--- src/rtl/xy_switch_allocator.sv ---
// ---------------------------------------------------------------------------
// xy_switch_allocator
//
// Switch allocator for a 5-port 2D-mesh router tile. The port numbering is
// 0=Local, 1=North, 2=East, 3=South, 4=West and applies to inputs and outputs
// alike.
//
// Each input head flit is routed in XY dimension order. Every output runs an
// independent round-robin arbiter over the inputs that request it. A granted
// output stays locked to its owner until the owner's tail flit transfers
// (wormhole). The flit datapath mux sits outside this block. This block
// drives only the crossbar select lines and the valid/ready handshakes.
//
// Ports:
//   clk        clock, rising edge
//   rst_n      asynchronous active-low reset
//   in_valid   [4:0]  flit valid per input port
//   in_last    [4:0]  tail-flit marker per input port
//   in_dest_x  [5*COORD_W-1:0]  destination X per input (port i at i*COORD_W)
//   in_dest_y  [5*COORD_W-1:0]  destination Y per input, same packing
//   in_ready   [4:0]  input flit accepted when in_valid & in_ready
//   out_valid  [4:0]  flit valid per output port
//   out_ready  [4:0]  downstream ready per output port
//   out_sel    [14:0] crossbar select, 3 bits per output (output o at 3*o)
//   out_busy   [4:0]  output locked to an owner
// ---------------------------------------------------------------------------
module xy_switch_allocator #(
   parameter int COORD_W = 4,
   parameter int MY_X    = 2,
   parameter int MY_Y    = 2
) (
   input  logic                 clk,
   input  logic                 rst_n,
   input  logic [4:0]           in_valid,
   input  logic [4:0]           in_last,
   input  logic [5*COORD_W-1:0] in_dest_x,
   input  logic [5*COORD_W-1:0] in_dest_y,
   output logic [4:0]           in_ready,
   output logic [4:0]           out_valid,
   input  logic [4:0]           out_ready,
   output logic [14:0]          out_sel,
   output logic [4:0]           out_busy
);

   localparam int NP = 5;

   localparam logic [COORD_W-1:0] MY_X_C = COORD_W'(MY_X);
   localparam logic [COORD_W-1:0] MY_Y_C = COORD_W'(MY_Y);

   localparam logic [2:0] PORT_LOCAL = 3'd0;
   localparam logic [2:0] PORT_NORTH = 3'd1;
   localparam logic [2:0] PORT_EAST  = 3'd2;
   localparam logic [2:0] PORT_SOUTH = 3'd3;
   localparam logic [2:0] PORT_WEST  = 3'd4;

   // Reduces a value in 0..9 to 0..4. This keeps round-robin indices in range.
   function automatic logic [2:0] wrap5(input logic [3:0] v);
      logic [3:0] r;
      r = (v >= 4'd5) ? (v - 4'd5) : v;
      return r[2:0];
   endfunction

   // Per-output registered state, gathered into module-level views.
   logic [NP-1:0] lock_vec;
   logic [2:0]    owner_vec [NP];

   // Combinational helpers.
   logic [2:0]    route [NP];
   logic [NP-1:0] owns;
   logic [NP-1:0] head;
   logic [NP-1:0] owner_valid;
   logic [NP-1:0] owner_last;

   genvar gi;

   // -----------------------------------------------------------------------
   // XY route per input. X is resolved first. Y is resolved only once X
   // matches this tile's column.
   // -----------------------------------------------------------------------
   generate
      for (gi = 0; gi < NP; gi++) begin : g_route
         logic [COORD_W-1:0] dx;
         logic [COORD_W-1:0] dy;

         assign dx = in_dest_x[gi*COORD_W +: COORD_W];
         assign dy = in_dest_y[gi*COORD_W +: COORD_W];

         assign route[gi] = (dx > MY_X_C) ? PORT_EAST  :
                            (dx < MY_X_C) ? PORT_WEST  :
                            (dy > MY_Y_C) ? PORT_NORTH :
                            (dy < MY_Y_C) ? PORT_SOUTH :
                                            PORT_LOCAL;
      end
   endgenerate

   // -----------------------------------------------------------------------
   // An input that already owns a locked output is mid-packet. Its flits
   // are body flits whatever in_dest_* carries, so it must not request
   // again.
   // -----------------------------------------------------------------------
   always_comb begin
      owns = '0;
      for (int o = 0; o < NP; o++) begin
         for (int i = 0; i < NP; i++) begin
            if (lock_vec[o] && (owner_vec[o] == 3'(i))) begin
               owns[i] = 1'b1;
            end
         end
      end
   end

   assign head = in_valid & ~owns;

   // -----------------------------------------------------------------------
   // Transfer-phase views of each output's owner. in_ready is built from
   // lock, owner and out_ready only. It never looks at in_valid.
   // -----------------------------------------------------------------------
   always_comb begin
      owner_valid = '0;
      owner_last  = '0;
      in_ready    = '0;
      for (int o = 0; o < NP; o++) begin
         for (int i = 0; i < NP; i++) begin
            if (owner_vec[o] == 3'(i)) begin
               owner_valid[o] = in_valid[i];
               owner_last[o]  = in_last[i];
               if (lock_vec[o] && out_ready[o]) begin
                  in_ready[i] = 1'b1;
               end
            end
         end
      end
   end

   assign out_valid = lock_vec & owner_valid;
   assign out_busy  = lock_vec;

   // -----------------------------------------------------------------------
   // Per-output lock state and round-robin arbiter.
   // -----------------------------------------------------------------------
   generate
      for (gi = 0; gi < NP; gi++) begin : g_out
         logic [NP-1:0] req;
         logic          lock_reg;
         logic          lock_next;
         logic [2:0]    owner_reg;
         logic [2:0]    owner_next;
         logic [2:0]    rr_reg;
         logic [2:0]    rr_next;
         logic          found;
         logic [2:0]    pick;
         logic          release_now;

         always_comb begin
            req = '0;
            for (int i = 0; i < NP; i++) begin
               req[i] = head[i] && (route[i] == 3'(gi));
            end
         end

         // Search starts at rr_reg and wraps. The first requester found wins.
         always_comb begin
            found = 1'b0;
            pick  = 3'd0;
            for (int k = 0; k < NP; k++) begin
               if (!found && req[wrap5({1'b0, rr_reg} + 4'(k))]) begin
                  found = 1'b1;
                  pick  = wrap5({1'b0, rr_reg} + 4'(k));
               end
            end
         end

         // The tail transfers this cycle.
         assign release_now = lock_reg & out_valid[gi] & out_ready[gi] & owner_last[gi];

         // Arbitration looks only at IDLE outputs. An output released at an
         // edge therefore sits idle for one cycle before its next grant.
         always_comb begin
            lock_next  = lock_reg;
            owner_next = owner_reg;
            rr_next    = rr_reg;
            if (lock_reg) begin
               if (release_now) begin
                  lock_next = 1'b0;
               end
            end else if (found) begin
               lock_next  = 1'b1;
               owner_next = pick;
               rr_next    = wrap5({1'b0, pick} + 4'd1);
            end
         end

         always_ff @(posedge clk or negedge rst_n) begin
            if (!rst_n) begin
               lock_reg  <= 1'b0;
               owner_reg <= 3'd0;
               rr_reg    <= 3'd0;
            end else begin
               lock_reg  <= lock_next;
               owner_reg <= owner_next;
               rr_reg    <= rr_next;
            end
         end

         assign lock_vec[gi]       = lock_reg;
         assign owner_vec[gi]      = owner_reg;
         assign out_sel[3*gi +: 3] = lock_reg ? owner_reg : 3'd0;
      end
   endgenerate

endmodule
--- config.mk ---
export PLATFORM = sky130hd
export DESIGN_NAME = xy_switch_allocator
export DESIGN_NICKNAME = d
export VERILOG_FILES = /design/src/rtl/xy_switch_allocator.sv
export SDC_FILE = /design/constraint.sdc
export NUM_CORES = 1
export LEC_CHECK = 0
export ABC_AREA = 1
export BUFFER_PORTS_ARGS = -buffer_cell sky130_fd_sc_hd__buf_2
export CAP_MARGIN = 10
export CORE_MARGIN = 2
export CORE_UTILIZATION = 55
export DETAILED_ROUTE_END_ITERATION = 8
export HOLD_SLACK_MARGIN = 0.02
export PLACE_DENSITY_LB_ADDON = 0.05
export SETUP_SLACK_MARGIN = 0.5
export SYNTH_ARGS = -nofsm -noshare
export SYNTH_HDL_FRONTEND = slang
export SYNTH_SLANG_ARGS = --single-unit
export TNS_END_PERCENT = 1
--- constraint.sdc ---
create_clock -name clk -period 7 [get_ports clk]
set_input_delay 0 -clock clk [delete_from_list [all_inputs] [get_ports clk]]
set_output_delay 0 -clock clk [all_outputs]
set_load 0.05 [all_outputs]
; Yosys cells after proc, flatten, opt, wreduce, memory -nomap -nowiden
; Index checks and enable logic that the tools add are counted.
[word_totals]
reg_bits = 35
wordCells = 609
[classes]
add_sub_neg = 55
order_cmp = 75
n_eq_ne = 40
muxes = 291
bitwise_logic = 23
reduce_logical = 110
[ops]
columns = cell, count
row1 = 2-to-1 mux 3 bit, 70
row2 = 2-to-1 mux 1 bit, 186
row3 = "greater-or-equal comparator 4 x 3 -> 1 bit, second input constant", 25
row4 = "less-than comparator 3 x 4 -> 1 bit, second input constant", 25
row5 = "subtractor 3 bit, second input constant", 30
row6 = binary-select mux 1 bit (select 3 bit), 25
row7 = logical AND 1 bit, 75
row8 = "== test 3 x 2 -> 1 bit, second input constant", 20
row9 = "adder 3 x 1 -> 4 bit, second input constant", 10
row10 = "adder 3 x 2 -> 4 bit, second input constant", 10
row11 = "> comparator 4 x 2 -> 1 bit, second input constant", 10
row12 = "less-than comparator 4 x 2 -> 1 bit, second input constant", 10
row13 = "== test 3 x 1 -> 1 bit, second input constant", 10
row14 = "== test 3 bit, second input constant", 10
row15 = logical NOT 3 bit, 10
row16 = "adder 3 x 3 -> 4 bit, second input constant", 5
row17 = logical NOT 1 bit, 20
row18 = 2-to-1 mux 2 bit, 10
row19 = AND 1 bit, 15
row20 = "greater-or-equal comparator 3 bit, second input constant", 5
row21 = AND 5 bit, 2
row22 = AND reduction 2 bit, 5
row23 = NOT 1 bit, 5
row24 = NOT 5 bit, 1

; Logic depth before layout (Yosys ltp)
[logic_depth]
ltp_word = 28
mapped_depth = 28

; Worst setup path after synthesis
; No wires, ideal clock.
[synth_path]
path_kind = reg2reg
startpoint = register g_out[0].rr_reg[0]
endpoint = register g_out[0].rr_reg[2]
t_arrival_ns = 3.293
setup_slack_ns = 3.585
stages_incl_launch_ff = 24
synth_period_minus_slack_ns = 3.415
cell_sequence = dfrtp_1 -> buf_4 -> inv_1 -> ha_1 -> inv_1 -> fa_1 -> a21oi_1 -> inv_1 -> o21ai_0 -> inv_1 -> nand3_1 -> nand2_1 -> nand2_1 -> o21ai_2 -> nor2_4 -> nand2_4 -> o21ai_1 -> inv_1 -> nand2_1 -> nand2_1 -> ha_1 -> ha_1 -> nand2_1 -> o21ai_1
[synth_between]
elab_chain_len = 20
[synth_lines]
columns = item, line_no
row1 = "start, declared", 148  ; logic [2:0] rr_reg;
row2 = "start signal, assigned", 201  ; rr_reg <= rr_next;
row3 = "parallel branches: the longest is 16 deep, another holds adder 3 x 1 -> 4 bit", n/a
row4 = 2-to-1 mux 3 bit (*), 166  ; if (!found && req[wrap5({1'b0, rr_reg} + 4'(k))]) begin
row5 = net g_out[0].pick[1], 151  ; logic [2:0] pick;
row6 = adder 3 x 1 -> 4 bit (*), 189  ; rr_next = wrap5({1'b0, pick} + 4'd1);
row7 = greater-or-equal comparator 4 x 3 -> 1 bit / subtractor 3 bit (equally long branches), 59  ; r = (v >= 4'd5) ? (v - 4'd5) : v;
row8 = 2-to-1 mux 3 bit (*), 59
; Mark *: on every way through the listed nets, which the timed path passes. The select of a mux whose other input is x is not followed.
; A chain may end at the register's enable or synchronous reset.

; Worst setup path in the final report
[layout_path]
startpoint = register g_out[4].rr_reg[0]
endpoint = register g_out[4].rr_reg[1]
[layout_between]
elab_chain_len = 20
[layout_lines]
columns = item, line_no
row1 = "start, declared", 148
row2 = "start signal, assigned", 201
row3 = "parallel branches: the longest is 16 deep, another holds adder 3 x 1 -> 4 bit", n/a
row4 = 2-to-1 mux 3 bit (*), 166
row5 = net g_out[4].pick[1], 151
row6 = adder 3 x 1 -> 4 bit (*), 189
row7 = greater-or-equal comparator 4 x 3 -> 1 bit / subtractor 3 bit (equally long branches), 59
row8 = 2-to-1 mux 3 bit (*), 59
; Marks and branches as above.

==> impl_metrics.csv <==
group,metric,value,unit
outcome,status,"complete, no violations",
route,drt-total-wl,22900,um
clocking,cts_tree,"yes",
sta,fmax,250,MHz
sta,fin_tns_setup,0,ns
clocking,clock-sinks,35,
sta,drv_slew,0,
floorplan,core_region_area,13900,um^2
synth,synthCells,1386,
route,num_vias,9050,
finish,nets,1573,
clocking,clkSlewWorstSetupHoldPaths,0.05,ns
floorplan,die_w,124,um
sta,worst_slack,3.00,ns
synth,ys_ff_latch,35,
finish,drive_gt1_frac,0.148,
global_routing,overflow,0,
synth,async_reset_ff_frac,1.00,
synth,yosysWarnings,0,
setup_path,cp_data_required_time,7.17,ns
global_routing,grt_pass1_wl,37400,um
synth,synth.distinct_cells,54,
hold_path,min_path_type,"input pin to flop",
synth,seq_area_frac_synth,0.111,
sta,holdWs,0.0746,ns
setup_path,worstSetupPathType,"flop to flop",
synth,yosys.area.top_type,"nand2_1",
floorplan,die_area,15300,um^2
synth,synth_area_leaders,"nand2_1, dfrtp_1, inv_1",
global_routing,grt_use_total,0.303,
clocking,clkLatencyLatePin,0.29,ns
placement,dp_slack,3.07,ns
route,wl_per_cell,13.9,um
setup_path,critPathMaxFanout,12,
synth,netlist.area_leader.share,0.181,
sta,post-route-period-util,0.571,
global_routing,grt_max_degree,36,
clocking,cts_root_buf,"clkbuf_16",
placement,gp_congestion,0.954,
route,first_pass_iters,5,
clocking,cts_max_level,2,
sta,rsz0062_at_grt,"false",
placement,dpl_cell_area,8390,um^2
placement,hpwl,18900,um
route,viasPerCell,5.51,
floorplan,start_util,0.564,
route,ant_nets,0,
setup_path,critPathLaunchType,"flop",
clocking,postCtsSetupRepairBufs,0,
global_routing,grt_pass1_vias,8078,
clocking,numCtsBuffers,5,
placement,numPortBuffers,86,
route,initialDrtViolationCount,691,
synth,synth_ff_type,"dfrtp_1",
sta,period_minus_slack,4.00,ns
finish,design_area,8540,um^2
route,post-route-drc-count,0,
synth,synth-edff-count,0,
sta,hold_viol,0,
job,timing.max_cap.violations,0,
sta,worst_slew_pin_slew,0.905,ns
synth,syn-num-nets,1498,
finish,diodes,0,
floorplan,rows,43,
global_routing,antenna_found_initial,0,
setup_path,worstPathArrival,4.17,ns
sta,max_slew_margin,0.397,
finish,synthToLayoutAreaGrowth,8.61,%
synth,avgSynthCellArea,5.67,um^2
floorplan,io_pins,87,
synth,synth_area,7860,um^2
floorplan,die_h,124,um
finish,fill_cells,1492,
clocking,clock_path_buffers,2,
sta,setup_viol,0,
sta,worst_clock_skew,0.00557,ns
setup_path,cp-end-kind,"flop",
## layout make-up
type,instances,area [um^2],area share
clock buffers,7,133,0.0155
multi-input cells,1092,5960,0.698
repair buffers,87,440,0.0516
inverters,240,901,0.106
clock inverters,1,5.00,0.000586
well taps,180,225,0.0264
flip-flops and latches,35,876,0.103
## cell usage after synthesis, types with 3 or more instances
cell type and count:
inv_1 205, buf_2 8, nand4_1 36, o21ai_1 33, or2_1 4, o2111ai_1 5
xor2_1 21, fa_1 5, a21oi_2 4, nand2_1 379, o22ai_1 10, o221ai_1 4
o21ai_0 72, nor3_1 14, ha_1 50, nand3b_1 13, nor2_2 27, buf_4 10
o21ai_2 5, nand3_2 16, clkinv_1 3, o211ai_1 21, nor3_2 5, dfrtp_1 35
a211oi_1 3, nand2_2 17, nor2_4 9, nor2_1 123, nand3_1 139, a21oi_1 37
inv_2 32, nor4_1 5, a31oi_1 7
## stage by stage
step | cells | utilization
5_1_grt | 1642 | 0.613
3_3_place_gp | 1633 | 0.602
3_5_place_dp | 1633 | 0.602
6_report | 1642 | 0.613
4_1_cts | 1642 | 0.613
2_1_floorplan | 1386 | -
## worst max-delay path: stages (launching register included)
cell and delay (ns):
dfrtp_1 0.55, inv_1 0.26, ha_1 0.20, inv_1 0.05, fa_1 0.38, a21oi_1 0.22, inv_1 0.10, o21ai_0 0.38
inv_1 0.13, nand3_1 0.11, nand3_1 0.08, nand2_2 0.13, nand3_2 0.11, o2111ai_1 0.20, o21ai_1 0.15, inv_1 0.09
ha_1 0.16, nand4_1 0.17, o21ai_1 0.21, nand2_1 0.10, nand2_1 0.06, nand2_1 0.05
## cell usage in the layout, fill, tap and decap left out, types with 3 or more instances in the layout
cell type and count:
o22ai_1 10, o211ai_1 21, a211oi_1 3, buf_2 86, nor2_1 123, xor2_1 21
clkbuf_16 5, ha_1 50, nand2_2 17, fa_1 5, clkinv_1 3, or2_1 4
o21ai_2 5, nor3_1 14, inv_2 32, nand2_1 379, dfrtp_1 35, nor2_2 27
nand3_2 16, nand3b_1 13, a21oi_2 4, nand4_1 36, o21ai_1 33, nor4_1 5
o2111ai_1 5, nor3_2 5, o21ai_0 72, inv_1 205, o221ai_1 4, nand3_1 139
a31oi_1 7, a21oi_1 37, nor2_4 9
## cells by family after synthesis
logic type                 synth area share
xor gates and xnor gates             0.0298
and+or+nand+nor                       0.471
DFF                                   0.111
buffers and inverters                 0.131
AOI/OAI and AO/OA                     0.165
adders and majority gates            0.0923
## per-layer routing
| layer | part of all wire | vias to the layer above | wire length [um] | global-route usage |
|---|---|---|---|---|
| li1 | - | 4681 | - | - |
| met1 | 0.44 | 4059 | 10100 | 0.394 |
| met2 | 0.47 | 270 | 10800 | 0.518 |
| met3 | 0.062 | 40 | 1430 | 0.0443 |
| met4 | 0.023 | 0 | 523 | 0.0895 |
| met5 | 0 | - | 0 | 0 |
## worst paths after layout
kind / from / slack, ns / cells past startpoint / end
max: g_out[4].rr_reg[0] / 3.00 / 21 / g_out[4].rr_reg[1]
min: out_ready[4] / 0.07 / 4 / g_out[4].lock_reg
max reg2reg: g_out[4].rr_reg[0] / 3.00 / 21 / g_out[4].rr_reg[1]
min reg2reg: g_out[0].owner_reg[2] / 0.63 / 2 / g_out[0].owner_reg[2]
max in group asynchronous: rst_n / 6.05 / 2 / g_out[0].owner_reg[2]
min in group asynchronous: rst_n / 0.38 / 2 / g_out[4].rr_reg[1]
## repair_timing
action                                  CTS  global route
endpoints found under the hold margin    35             0
hold buffers                              1             0
gates resized for setup                   0             0
endpoints found under the setup margin    0             0
Power is not shown: default switching activity piles up to over one toggle a cycle in this logic, so the estimate is an artifact.
